==> src/rtl/wr_channel_arbiter.sv <==
// wr_channel_arbiter: round-robin owner of the shared DMA write channel.
// One burst at a time: arbitrate, issue the request at the winner's running
// destination address, steer data beats by one-hot grant, wait for the response.
// Optional build macro WR_ARB_WATCHDOG_EN adds a stall watchdog that flags err
// and returns the FSM to idle after 1023 cycles without a state change.
module wr_channel_arbiter #(
  parameter int unsigned NUM_DECOMPRESSOR   = 2,
  parameter int unsigned C_M_AXI_ADDR_WIDTH = 64,
  parameter int unsigned BEAT_BYTES         = 64
) (
  input  logic                            clk,
  input  logic                            rst_n,
  input  logic [15:0]                     job_id_i,
  input  logic                            job_valid_i,
  input  logic [C_M_AXI_ADDR_WIDTH-1:0]   des_addr,
  input  logic [NUM_DECOMPRESSOR-1:0]     dec_burst_req,
  input  logic [8*NUM_DECOMPRESSOR-1:0]   dec_burst_len,
  output logic                            wr_req,
  output logic [C_M_AXI_ADDR_WIDTH-1:0]   wr_address,
  output logic [7:0]                      wr_len,
  input  logic                            wr_req_ack,
  output logic [NUM_DECOMPRESSOR-1:0]     wr_dec_valid,
  input  logic                            wr_valid,
  input  logic                            wr_ready,
  input  logic                            wr_axi_last,
  output logic                            bready,
  input  logic                            bresp,
  output logic                            busy,
  output logic                            err
);

  localparam int unsigned N         = NUM_DECOMPRESSOR;
  localparam int unsigned AW        = C_M_AXI_ADDR_WIDTH;
  localparam int unsigned GrantW    = (N > 1) ? $clog2(N) : 1;
  localparam int unsigned BeatShift = $clog2(BEAT_BYTES);

  typedef enum logic [1:0] {StIdle, StReq, StData, StResp} state_e;

  state_e              state_q;
  logic [GrantW-1:0]   grant_q, last_grant_q, pick;
  logic                pick_found;
  logic [7:0]          pick_len;
  logic [7:0]          wr_len_q;
  logic [8:0]          beat_cnt_q, beat_cnt_nxt, burst_beats;
  logic [AW-1:0]       burst_bytes;
  logic [AW-1:0]       addr_q [N];
  logic                wr_req_q, bready_q, err_q;
  logic [N-1:0]        wr_dec_valid_q;
  logic                beat_acc, ack_fire, wd_fire;
  logic [2*N-1:0]      req_dbl;
  logic [N-1:0]        req_rot;

  assign beat_acc     = wr_valid & wr_ready;
  assign ack_fire     = (state_q == StReq) & wr_req_ack;
  assign burst_beats  = {1'b0, wr_len_q} + 9'd1;
  assign beat_cnt_nxt = beat_cnt_q + 9'd1;
  assign burst_bytes  = AW'(burst_beats) << BeatShift;
  assign req_dbl      = {dec_burst_req, dec_burst_req};

  // Round-robin pick: rotate requests so the search starts at last_grant+1.
  always_comb begin
    int unsigned sh, off, sum;
    sh         = 32'(last_grant_q) + 32'd1;
    req_rot    = N'(req_dbl >> sh);
    off        = 0;
    pick_found = 1'b0;
    for (int unsigned i = 0; i < N; i++) begin
      if (!pick_found && req_rot[i]) begin
        off        = i;
        pick_found = 1'b1;
      end
    end
    sum = sh + off;
    if (sum >= N) sum = sum - N;
    if (sum >= N) sum = sum - N;
    pick = GrantW'(sum);
  end

  // Length byte of the candidate and address of the current grant.
  always_comb begin
    pick_len   = dec_burst_len[7:0];
    wr_address = addr_q[0];
    for (int j = 0; j < int'(N); j++) begin
      if (pick == GrantW'(j)) pick_len = dec_burst_len[j*8 +: 8];
      if (grant_q == GrantW'(j)) wr_address = addr_q[j];
    end
  end

`ifdef WR_ARB_WATCHDOG_EN
  logic [9:0] wd_q;
  logic       state_leave;

  assign state_leave = ((state_q == StIdle) & pick_found) | ack_fire |
                       ((state_q == StData) & beat_acc & wr_axi_last) |
                       ((state_q == StResp) & bresp);
  assign wd_fire     = (wd_q == 10'd1023);

  // Stall counter: restarts on every state change, runs while not idle.
  always_ff @(posedge clk or negedge rst_n) begin
    if (!rst_n) begin
      wd_q <= '0;
    end else if (wd_fire || state_leave || state_q == StIdle) begin
      wd_q <= '0;
    end else begin
      wd_q <= wd_q + 10'd1;
    end
  end
`else
  assign wd_fire = 1'b0;
`endif

  // Per-requester running destination addresses; a job load beats the ack bump.
  always_ff @(posedge clk or negedge rst_n) begin
    if (!rst_n) begin
      for (int j = 0; j < int'(N); j++) addr_q[j] <= '0;
    end else begin
      for (int j = 0; j < int'(N); j++) begin
        if (job_valid_i && job_id_i == 16'(j)) begin
          addr_q[j] <= des_addr;
        end else if (ack_fire && grant_q == GrantW'(j)) begin
          addr_q[j] <= addr_q[j] + burst_bytes;
        end
      end
    end
  end

  // Channel sequencer with registered request, grant and response-ready outputs.
  always_ff @(posedge clk or negedge rst_n) begin
    if (!rst_n) begin
      state_q        <= StIdle;
      grant_q        <= '0;
      last_grant_q   <= GrantW'(N - 1);
      wr_len_q       <= '0;
      beat_cnt_q     <= '0;
      wr_req_q       <= 1'b0;
      bready_q       <= 1'b0;
      wr_dec_valid_q <= '0;
      err_q          <= 1'b0;
    end else if (wd_fire) begin
      state_q        <= StIdle;
      wr_req_q       <= 1'b0;
      bready_q       <= 1'b0;
      wr_dec_valid_q <= '0;
      err_q          <= 1'b1;
    end else begin
      unique case (state_q)
        StIdle: begin
          if (pick_found) begin
            grant_q  <= pick;
            wr_len_q <= pick_len;
            wr_req_q <= 1'b1;
            state_q  <= StReq;
          end
        end
        StReq: begin
          if (wr_req_ack) begin
            wr_req_q       <= 1'b0;
            wr_dec_valid_q <= N'(1) << grant_q;
            beat_cnt_q     <= '0;
            state_q        <= StData;
          end
        end
        StData: begin
          if (beat_acc) begin
            beat_cnt_q <= beat_cnt_nxt;
            if (wr_axi_last) begin
              if (beat_cnt_nxt != burst_beats) err_q <= 1'b1;
              wr_dec_valid_q <= '0;
              bready_q       <= 1'b1;
              state_q        <= StResp;
            end else if (beat_cnt_nxt == burst_beats) begin
              // Full length reached but no last flag: keep waiting for last.
              err_q <= 1'b1;
            end
          end
        end
        StResp: begin
          if (bresp) begin
            bready_q     <= 1'b0;
            last_grant_q <= grant_q;
            state_q      <= StIdle;
          end
        end
        default: state_q <= StIdle;
      endcase
    end
  end

  assign wr_req       = wr_req_q;
  assign wr_len       = wr_len_q;
  assign wr_dec_valid = wr_dec_valid_q;
  assign bready       = bready_q;
  assign busy         = (state_q != StIdle);
  assign err          = err_q;

endmodule

==> config.mk <==
export PLATFORM = sky130hd
export DESIGN_NAME = wr_channel_arbiter
export DESIGN_NICKNAME = d
export VERILOG_FILES = /design/src/rtl/wr_channel_arbiter.sv
export SDC_FILE = /design/constraint.sdc
export NUM_CORES = 1
export LEC_CHECK = 0
export BUFFER_PORTS_ARGS = -buffer_cell sky130_fd_sc_hd__buf_2
export CORE_MARGIN = 4
export CORE_UTILIZATION = 51
export CTS_CLUSTER_DIAMETER = 100
export CTS_CLUSTER_SIZE = 8
export DETAILED_ROUTE_END_ITERATION = 6
export GPL_TIMING_DRIVEN = 0
export HOLD_SLACK_MARGIN = 0.02
export PLACE_DENSITY = 0.82
export SYNTH_ARGS = -nofsm -noshare
export SYNTH_HDL_FRONTEND = slang
export SYNTH_SLANG_ARGS = --single-unit
==> constraint.sdc <==
create_clock -name clk -period 9.3 [get_ports clk]
set_input_delay 1.86 -clock clk [delete_from_list [all_inputs] [get_ports clk]]
set_output_delay 1.86 -clock clk [all_outputs]
set_load 0.1 [all_outputs]
[After elaboration in Yosys (flattened, before gate mapping)]
Cells that the tools add are included.
Cells by class
  $add $sub $neg: 8
  multiply operators: 0
  divide/modulo/power cells: 0
  $lt $le $gt $ge: 2
  equal/unequal tests: 12
  shifts and indexed selects: 2
  muxes and demuxes: 34
  bitwise logic cells: 3
  reductions and logical operators: 23
Operators with widths (number)
  $mux W64: 5
  $add A64 B15 Y64: 2
  $ge A32 B2 Y1 const B: 2
  $add A2 B32 Y32: 1
  $mux W32: 1
  $sub A32 B2 Y32 const B: 1
  $mux W9: 2
  $pmux W9 S2: 1
  $eq A16 B1 Y1 const B: 1
  $logic_not A16 Y1: 1
  $mux W2: 8
  $reduce_bool A2 Y1: 7
  $mux W1: 12
  $reduce_and A4 Y1: 3
  $ne A2 B2 Y1 const B: 5
  $add A8 B1 Y9 const B: 1
  $add A9 B1 Y9 const B: 1
  $eq A9 B9 Y1: 1
  $ne A9 B9 Y1: 1
  $mux W8: 1
  $pmux W2 S4: 1
  $reduce_and A3 Y1: 2
  $logic_and A1 B1 Y1: 5
  $reduce_and A5 Y1: 1
  14 further kinds: 18
Word-level totals
  register bits after elaboration: 154
  latch bits: 0
  bits in writable memories: 0
  memory bits (read-only): 0
  bits of input ports: 106
  output and inout bits: 78
  logic and storage cells: 95
  memories kept: 0

[Logic depth before layout (Yosys ltp)]
Gate-level depths: netlist of run 1.
  depth in word-level cells: 12
  gate-level depth with buffers: 13
  depth with buffers taken out: 11

[Least setup slack after synthesis of run 1]
No wires, ideal clock.
  path type: flip-flop to output port
  start: reg grant_q
  end: out wr_address[23]
  arrival time: 2805 ps
  required time: 7440 ps
  setup slack: 4635 ps
  cell stages (with the launch flop): 4
  path buffers: 2
  path through: dfrtp_1 > buf_2 > clkbuf_1 > o21ai_0
Between the ends
  word-level cells in the longest chain between the ends: 1
RTL lines
  from (decl): RTL line 40  | logic [GrantW-1:0] grant_q, last_grant_q, pick;
  from (signal assigned): RTL line 149  | grant_q <= pick;
  $mux W64: RTL line 85  | if (grant_q == GrantW'(j)) wr_address = addr_q[j];
  to (decl): RTL line 19  | output logic [C_M_AXI_ADDR_WIDTH-1:0] wr_address,
No other way between the ends.

[Final worst setup path of run 1]
  start: reg wr_len_q[2] (netlist: wr_len[2])
  end: reg addr_q[60] (netlist bit)
Between the ends
  word-level cells in the longest chain between the ends: 4
RTL lines
  from (decl): RTL line 43  | logic [7:0] wr_len_q;
  from (signal assigned): RTL line 150  | wr_len_q <= pick_len;
  $add A8 B1 Y9: RTL line 55  | assign burst_beats = {1'b0, wr_len_q} + 9'd1;
  $add A64 B15 Y64: RTL line 121  | addr_q[j] <= addr_q[j] + burst_bytes;
  $mux W64: RTL line 120  | end else if (ack_fire && grant_q == GrantW'(j)) begin
  $mux W64: RTL line 118  | if (job_valid_i && job_id_i == 16'(j)) begin
  to (signal, indexed assignment): RTL line 119  | addr_q[j] <= des_addr;
  to (signal, indexed assignment): RTL line 121
  to (decl): RTL line 46  | logic [AW-1:0] addr_q [N];
No other way between the ends. The select of a mux whose other input is x is not followed.
A chain may end at the register's enable or synchronous reset.

==> results of run 1 <==
==> metal layers <==
layer	vias to the layer above	GRT usage [%]	part of all wire (%)	routed length [um]
met2	656	49.1	46	15700
li1	4603	-	-	-
met3	136	5.97	10	3560
met4	0	13.1	4.4	1530
met1	4896	40.8	40	13700
met5	-	0	0	0
==> power by group through the flow <==
stage               registers (W)  clock network (W)  logic, W
CTS                      0.000831           0.000738   0.00143
global placement         0.000838                  0   0.00140
finish                   0.000833           0.000739   0.00145
global route             0.000844           0.000768   0.00154
floorplan                 0.00101                  0  0.000946
detailed placement       0.000843                  0   0.00142
==> state kept, by name (all words and copies together) (netlist names) <==
| register | flops |
|---|---|
| addr_q | 128 |
| beat_cnt_q | 9 |
| bready | 1 |
| err | 1 |
| grant_q | 1 |
| last_grant_q | 1 |
| state_q | 2 |
| wr_dec_valid | 2 |
| wr_len | 8 |
| wr_req | 1 |
==> cells in the mapped netlist, types with 5 or more instances <==
cell / number / area [sq um]
nor4_1: 28 / 175
and3_1: 32 / 200
o21ai_0: 90 / 450
buf_2: 5 / 25.0
nand3_1: 59 / 295
inv_1: 22 / 82.6
ha_1: 24 / 300
nor3_1: 23 / 115
mux2_2: 62 / 698
clkbuf_1: 40 / 150
nand2_1: 179 / 672
or3_1: 7 / 43.8
dfrtp_1: 153 / 3830
buf_1: 5 / 18.8
a31oi_1: 7 / 43.8
and2_1: 6 / 37.5
xor2_1: 44 / 385
o21ai_1: 12 / 60.1
nor3_2: 7 / 70.1
nand4_1: 40 / 250
and4_1: 7 / 61.3
a21o_1: 13 / 97.6
mux2i_1: 16 / 160
xnor2_1: 78 / 683
nor4b_1: 7 / 61.3
nor2_1: 88 / 330
a21oi_1: 70 / 350
or4_1: 6 / 45.0
==> metrics by stage <==
step                      hold WS, ps  instance area [sq um]  worst slack [ps]  instances
after floorplan                   433                  10200              4630       1183
after global placement            445                  11500              4000       1631
after detailed placement          450                  11500              4990       1632
after CTS                         464                  12100              5110       1663
after global routing              478                  12100              4900       1663
final                             460                  12100              4930       1664
==> final cells by class <==
cell class	instances	area (sq um)	share of cell area (%)
diodes	1	2.50	0.0206
plain buffers	57	256	2.11
clock buffers	18	429	3.54
clock inverters	13	178	1.46
inverters	22	82.6	0.680
multi-input cells	950	6050	49.9
flip-flops and latches	154	3850	31.8
well taps	265	332	2.73
repair buffers	184	950	7.82
==> critical path: cells and delay by family, from the launching register on <==
kind / cells / cell delay (ps)
xor+xnor: 1 / 490
fa+ha+maj: 1 / 300
compound gates: 4 / 1730
flops: 1 / 460
simple gates: 4 / 1250
==> worst paths after layout <==
| check | slack (ps) | endpoint | from |
|---|---|---|---|
| setup reg to reg | 4930 | addr_q[60] | wr_len[2] |
| hold / removal | 460 | addr_q[2] | addr_q[2] |
| setup / recovery | 4930 | addr_q[60] | wr_len[2] |
| min in group asynchronous | 1460 | addr_q[3] | rst_n |
| hold reg to reg | 460 | addr_q[2] | addr_q[2] |
| max in group asynchronous | 6970 | addr_q[101] | rst_n |
==> cells by family (layout without fill, tap and decap cells) <==
logic type | Yosys count | after routing
adders and majority gates | 26 | 26
muxes | 78 | 78
buffers and inverters | 79 | 294
and+or+nand+nor | 510 | 510
AOI/OAI and AO/OA | 214 | 214
DFF | 154 | 154
xor gates and xnor gates | 122 | 122
other | 0 | 1
==> impl_metrics.toml, run 1 <==
[power_and_ir_drop]
worst_ir_drop_vdd_v = 0.000152
combinationalPowerShare_pct = 47.9
switching_share_pct = 46.4
internal_power_w = 0.00162
p_leak_nw = 5.49
power_spent_charging_and_discharging_nets_w = 0.00140
power.clock.fraction_pct = 24.5
total_power_w = 0.00302
seq_power_share_pct = 27.6
cellPowerDensity_nw_per_um2 = 249

[sta]
setup_violation_total_in_the_final_timing_report = 0
final.min_clock_period_ps = 4370
finClkSkew_ps = 9.59
worst_slew_pin_tran_ps = 1240
final_max_slew_viol_count = 0
finalHoldViolations = 0
post-route-period-util_pct = 47.0
setup_repair_after_global_routing_missed_its_margin = "false"
fin_tns_setup_ps = 0
clock.fmax_mhz = 229
slew_headroom_pct = 17.1

[clock_tree]
number_of_cts_inserted_buffers = 17
clock_latency_reported_for_the_late_side_of_the_worst_skew_pair_ps = 440
cts_buffer_depth = 2
cts.htree.levels = 4
ctsResizeCount = 0
clk_transition_reported_paths_ps = 60
tritoncts = "done"
clockRootBuffer = "clkbuf_16"
post_cts_buffers = 0
clock_sinks = 154
cts_hold_buf = 0

[global_routing]
grt.total_usage_pct = 30.7
grt_antenna_before_repair = 0
grt_start_max_net_pins = 80
grt-ovfl-total = 0
first_global_vias = 10000
first_pass_grt_wire_length_mm = 53.8

[routing]
vias_per_cell = 6.18
via_count = 10300
drc_errors = 0
routedWlPerCell_um = 20.7
drt-initial-drc-count = 1121
antenna_violating_nets_post_route = 0
drt-pass1-iter-count = 6
postRouteWirelength_mm = 34.5

[synth]
synth_compound_gate_area_share_pct = 11.9
synth_warnings = 0
synth_seq_area_share_pct = 37.6
netlist_area_sq_um = 10200
synthAdderAreaFrac_pct = 3.32
synth_area_per_cell_sq_um = 8.66
synth.mux.area_fraction_pct = 8.38
synth-seq-cells = 154
synthSimpleGateAreaFrac_pct = 25.0
synth_top_family_by_area = "simple AND/OR/NAND/NOR gates"
count_of_mapped_cells_out_of_synthesis = 1183
synth_fp_nets = 1315
synth.distinct_cells = 62
async_reset_ff_share_pct = 100
yosys_most_used_dff = "dfrtp_1"
synth_xor_area_share_pct = 10.4
synth_edf_count = 0

[setup_path]
path_max_fanout = 9
crit_path_max_incr_delay_ps = 880
rr_worst_depth = 10
kind_of_end_point_of_the_critical_path = "flop"
worst-endpoint-arrival_ps = 4690
cell_by_cell_listing_of_the_critical_path = "and4_1 > nand4_1 > xnor2_1 > ha_1 > and3_1 > o21ai_0 > o21ai_1 > nand3_1 > o311a_1 > a221o_1"
timing.critical_path.slowest_stage_cell = "o21ai_1"
setup.worst_path.start_class = "flop"
timing.critical_path.required_ps = 9620
worstSetupPathType = "reg2reg"

[floorplanning]
num_rows = 51
fp.dieW_um = 150
die_height_um = 150
die_area_sq_um = 22400
ioPinCount = 184
initial_standard_cell_utilization_of_the_core_pct = 52.3
placeableCoreArea_sq_um = 19600

[finish]
fill_cells = 1700
syn_to_final_growth_pct = 18.4
finalCoreUtilization_pct = 62.0
final_net_count = 1518
final_cell_mix = "buf_2, nand2_1, dfrtp_1, o21ai_0, nor2_1"
post_route_cells_drive_above_1_share_pct = 22.5
commonest_non_fill_non_tap_cell_in_the_layout = "buf_2"

[placed_design]
place.detailed.hpwl_mm = 25.0
gpl.final_weighted_congestion = 0.995
place.port_buffers = 183

[job]
max_cap_violations = 0

[hold_path]
worst_hold_path_type = "reg2reg"
hold_path_depth = 2

[outcome]
status = "finished, final reports clean"
Note: power is estimated with default switching activity, not from simulation.
==> run 2, diff against run 1 <==
--- a/config.mk
+++ b/config.mk
@@ -13,7 +13,7 @@
 export DETAILED_ROUTE_END_ITERATION = 6
 export GPL_TIMING_DRIVEN = 0
 export HOLD_SLACK_MARGIN = 0.02
-export PLACE_DENSITY = 0.82
+export PLACE_DENSITY = 0.85
 export SYNTH_ARGS = -nofsm -noshare
 export SYNTH_HDL_FRONTEND = slang
 export SYNTH_SLANG_ARGS = --single-unit
==> constraint.sdc (replaced) <==
create_clock -name clk -period 3.55 [get_ports clk]
set_input_delay 0.71 -clock clk [delete_from_list [all_inputs] [get_ports clk]]
set_output_delay 0.71 -clock clk [all_outputs]
set_load 0.1 [all_outputs]
==> impl_metrics.toml, run 2 (same netlist as run 1, synthesis figures left out) <==
[outcome]
status = "finished, final reports clean"

[finish]
num_antenna_cells = 0
largest_reg_flops = 128
finalCoreUtilization_pct = 62.9
commonest_non_fill_non_tap_cell_in_the_layout = "buf_2"
final_cell_mix = "buf_2, nand2_1, dfrtp_1, o21ai_0, nor2_1"
post_route_cells_drive_above_1_share_pct = 24.3
syn_to_final_growth_pct = 20.2
max_flop_register = "addr_q"
final_net_count = 1524

[placed_design]
place.port_buffers = 183
place.detailed.hpwl_mm = 24.8
placement.setup.worst_slack_ps = -505
gpl.final_weighted_congestion = 0.987

[power_and_ir_drop]
worst_ir_drop_vdd_v = 0.000289
cellPowerDensity_nw_per_um2 = 658
p_leak_nw = 5.58

[sta]
finClkSkew_ps = 11.0
finalHoldViolations = 0
timing.final.ws_setup_ps = 83.4
final_max_slew_viol_count = 0
clock.fmax_mhz = 288
post-route-period-util_pct = 97.7
setup_repair_after_global_routing_missed_its_margin = "false"
setup_violation_total_in_the_final_timing_report = 0
slew_headroom_pct = 22.3
final.min_clock_period_ps = 3470
worst_slew_pin_tran_ps = 1160

[floorplanning]
die_height_um = 150
die_area_sq_um = 22400
initial_standard_cell_utilization_of_the_core_pct = 52.3
ioPinCount = 184
placeableCoreArea_sq_um = 19600
num_rows = 51
fp.dieW_um = 150

[setup_path]
worstSetupPathType = "reg2reg"
setup.worst_path.start_class = "flop"
kind_of_end_point_of_the_critical_path = "flop"
path_max_fanout = 8
worst-endpoint-arrival_ps = 3840
timing.critical_path.required_ps = 3930

[clock_tree]
cts.htree.levels = 4
cts_hold_buf = 0
clk_transition_reported_paths_ps = 70
number_of_cts_inserted_buffers = 17
cts_buffer_depth = 2
clockRootBuffer = "clkbuf_16"
clock_latency_reported_for_the_late_side_of_the_worst_skew_pair_ps = 440
clock_sinks = 154
tritoncts = "done"

[routing]
routedWlPerCell_um = 20.6
antenna_violating_nets_post_route = 0
via_count = 10200
drc_errors = 0
drt-initial-drc-count = 1284
drt-pass1-iter-count = 6
vias_per_cell = 6.13
postRouteWirelength_mm = 34.4

[global_routing]
grt_antenna_before_repair = 0
grt.total_usage_pct = 30.5
first_pass_grt_wire_length_mm = 52.8
grt-ovfl-total = 0
first_global_vias = 9875
grt_start_max_net_pins = 81

[job]
max_cap_violations = 0

[hold_path]
worst_hold_path_type = "in2async"
run 2: timing repair:
| item | CTS | global route |
|---|---|---|
| resized for setup | 5 | 16 |
| buffers inserted | 0 | 6 |
| endpoints found under the setup margin | 34 | 65 |
| gates cloned | 0 | 0 |
| pin swaps | 0 | 1 |
run 2: final timing paths:
check	from	end	slack, ps	cells past startpoint
max	wr_len[1]	addr_q[127]	80	12
min reg2reg	addr_q[5]	addr_q[5]	460	2
max in group asynchronous	rst_n	addr_q[40]	2400	2
min	rst_n	addr_q[27]	290	1
min in group clk	addr_q[5]	addr_q[5]	460	2
max reg2reg	wr_len[1]	addr_q[127]	80	12
run 2: cell type report:
type,count,area [sq um]
Fill cell,1654,7270
Multi-Input combinational cell,950,6130
Sequential cell,154,3860
Timing Repair Buffer,190,995
Clock buffer,21,460
Tap cell,265,332
Buffer,57,262
Clock inverter,11,193
Inverter,22,82.6
run 2: per-layer routing:
| layer | global-route usage (%) | wire length [um] | up-vias |
|---|---|---|---|
| met2 | 47.9 | 15600 | 657 |
| met4 | 14.5 | 1560 | 0 |
| li1 | - | - | 4617 |
| met5 | 0 | 0 | - |
| met3 | 6.94 | 4040 | 129 |
| met1 | 40.0 | 13100 | 4831 |
run 2: critical path, stage by stage, from the launching register on:
cell and delay, ps:
dfrtp_2 420, ha_2 230, nand3_1 120, xnor2_2 200
ha_1 380, nand2_1 90, nor3_2 220, nor3_1 120
o21a_2 270, or4b_1 580, clkbuf_2 210, or4_1 490
nand3_1 80
run 2: through the flow:
step / cells / area (sq um) / TNS (ps) / hold WS (ps) / total power, W
after detailed placement: 1632 / 11500 / -4170 / 451 / 0.00592
after global placement: 1631 / 11500 / -90720 / 445 / 0.00585
after global routing: 1670 / 12300 / 0 / 373 / 0.00847
after CTS: 1664 / 12200 / -41.9 / 336 / 0.00799
final: 1670 / 12300 / 0 / 292 / 0.00810
after floorplan: 1183 / 10300 / 0 / 414 / 0.00512
run 2: where the power goes:
| part | total, W | internal [W] | switching (W) |
|---|---|---|---|
| Clock | 0.00207 | 0.00129 | 0.000781 |
| Combinational | 0.00385 | 0.00116 | 0.00269 |
| Sequential | 0.00219 | 0.00197 | 0.000219 |
| Total | 0.00810 | 0.00441 | 0.00369 |
==> run 3, diff against run 2 <==
--- a/config.mk
+++ b/config.mk
@@ -5,7 +5,7 @@
 export SDC_FILE = /design/constraint.sdc
 export NUM_CORES = 1
 export LEC_CHECK = 0
-export BUFFER_PORTS_ARGS = -buffer_cell sky130_fd_sc_hd__buf_2
+export BUFFER_PORTS_ARGS = -buffer_cell sky130_fd_sc_hd__clkbuf_2
 export CORE_MARGIN = 4
 export CORE_UTILIZATION = 51
 export CTS_CLUSTER_DIAMETER = 100
@@ -14,6 +14,7 @@
 export GPL_TIMING_DRIVEN = 0
 export HOLD_SLACK_MARGIN = 0.02
 export PLACE_DENSITY = 0.85
+export REMOVE_ABC_BUFFERS = 1
 export SYNTH_ARGS = -nofsm -noshare
 export SYNTH_HDL_FRONTEND = slang
 export SYNTH_SLANG_ARGS = --single-unit
==> impl_metrics.toml, run 3 (same netlist as run 1, synthesis figures left out) <==
[global_routing]
grt_start_max_net_pins = 85
first_pass_grt_wire_length_mm = 48.9
grt.total_usage_pct = 27.4
first_global_vias = 9737
grt_antenna_before_repair = 0
grt-ovfl-total = 0

[hold_path]
worst_hold_path_type = "in2async"

[sta]
finClkSkew_ps = 9.64
final.min_clock_period_ps = 3420
finalHoldViolations = 0
slew_headroom_pct = 3.34
setup_repair_after_global_routing_missed_its_margin = "true"
clock.fmax_mhz = 292
post-route-period-util_pct = 96.4
setup_violation_total_in_the_final_timing_report = 0
final_max_slew_viol_count = 0
worst_slew_pin_tran_ps = 1450

[clock_tree]
tritoncts = "done"
clockRootBuffer = "clkbuf_16"
clk_transition_reported_paths_ps = 60
clock_latency_reported_for_the_late_side_of_the_worst_skew_pair_ps = 430
cts_buffer_depth = 2
clock_sinks = 154
cts_hold_buf = 0
cts.htree.levels = 4
number_of_cts_inserted_buffers = 17

[floorplanning]
num_rows = 51
ioPinCount = 184
placeableCoreArea_sq_um = 19600
die_height_um = 150
die_area_sq_um = 22400
initial_standard_cell_utilization_of_the_core_pct = 52.3
fp.dieW_um = 150

[power_and_ir_drop]
worst_ir_drop_vdd_v = 0.000416
cellPowerDensity_nw_per_um2 = 652
p_leak_nw = 5.49

[finish]
post_route_cells_drive_above_1_share_pct = 24.5
max_flop_register = "addr_q"
final_cell_mix = "clkbuf_2, nand2_1, dfrtp_1, o21ai_0, nor2_1"
syn_to_final_growth_pct = 19.1
commonest_non_fill_non_tap_cell_in_the_layout = "clkbuf_2"
finalCoreUtilization_pct = 62.3
largest_reg_flops = 128
post_layout_nonfiller_instances = 1622
num_antenna_cells = 0
final_net_count = 1476

[routing]
drt-pass1-iter-count = 7
postRouteWirelength_mm = 31.5
vias_per_cell = 6.10
routedWlPerCell_um = 19.4
drc_errors = 0
drt-initial-drc-count = 868
via_count = 9891
antenna_violating_nets_post_route = 0

[job]
max_cap_violations = 0

[setup_path]
timing.critical_path.required_ps = 3860
worst_r2r_endpoint = "addr_q[60]"
rr_worst_depth = 10
setup.worst_path.start_class = "flop"
path_max_fanout = 7
worstSetupPathType = "reg2reg"
worst_r2r_startpoint = "wr_len[2]"
worst-endpoint-arrival_ps = 3740
r2r_slack_ps = 130
kind_of_end_point_of_the_critical_path = "flop"

[outcome]
status = "finished, final reports clean"

[placed_design]
place.port_buffers = 183
gpl.final_weighted_congestion = 0.904
place.detailed.hpwl_mm = 21.9
place.detailed.instances = 1582
## run 3: final cells by class
cell class | instances | area (sq um)
Fill cell | 1626 | 7380
Multi-Input combinational cell | 950 | 6150
Sequential cell | 154 | 3860
Timing Repair Buffer | 198 | 1150
Clock buffer | 21 | 460
Tap cell | 265 | 332
Clock inverter | 11 | 169
Inverter | 22 | 82.6
Timing Repair inverter | 1 | 5.00
## run 3: worst max-delay path by stage
stage,start,endpoint,slack [ps],depth (start not counted)
CTS,wr_len[1],addr_q[127],40,11
global route,wr_len[2],addr_q[63],-30,11
detailed placement,wr_len[2],addr_q[60],-390,10
finish,wr_len[2],addr_q[60],130,10
global placement,grant_q,addr_q[60],-3510,6
floorplan,grant_q,addr_q[60],-960,6
## run 3: worst max-delay path, cell delays in order, from the launching register on
cell and delay (ps):
dfrtp_1 470, and4_1 290, nand4_1 180, xnor2_2 220, ha_1 390, and3_1 230
o21ai_0 150, o21ai_2 320, nand3_1 370, o311a_1 410, a221o_1 270
## run 3: stage by stage
step / worst slack, ps / power [W] / TNS (ps) / cell area [sq um] / hold WS [ps]
global placement: -3510 / 0.00576 / -335480 / 11200 / 445
CTS: 41.3 / 0.00786 / 0 / 12100 / 312
global route: -34.6 / 0.00833 / -48.4 / 12200 / 325
floorplan: -955 / 0.00509 / -26100 / 9990 / 414
finish: 128 / 0.00797 / 0 / 12200 / 289
detailed placement: -386 / 0.00586 / -11910 / 11500 / 454
## run 3: per-layer routing
| metal | track usage (%) | wire length (um) |
|---|---|---|
| met4 | 9.88 | 844 |
| met2 | 46.0 | 15200 |
| met5 | 0 | 0 |
| met3 | 4.97 | 3000 |
| met1 | 35.7 | 12500 |
## run 3: repair_timing
item | 4_1_cts | 5_1_grt
hold endpoints to repair | 0 | 0
gates resized for setup | 5 | 7
gates cloned | 0 | 1
setup endpoints to repair | 21 | 61
pin swaps | 1 | 1
setup buffers | 1 | 6
## run 3: where the power goes
| group | switching [W] | internal (W) |
|---|---|---|
| combinational | 0.00258 | 0.00115 |
| sequential | 0.000305 | 0.00197 |
| clock | 0.000749 | 0.00121 |
| total | 0.00363 | 0.00433 |
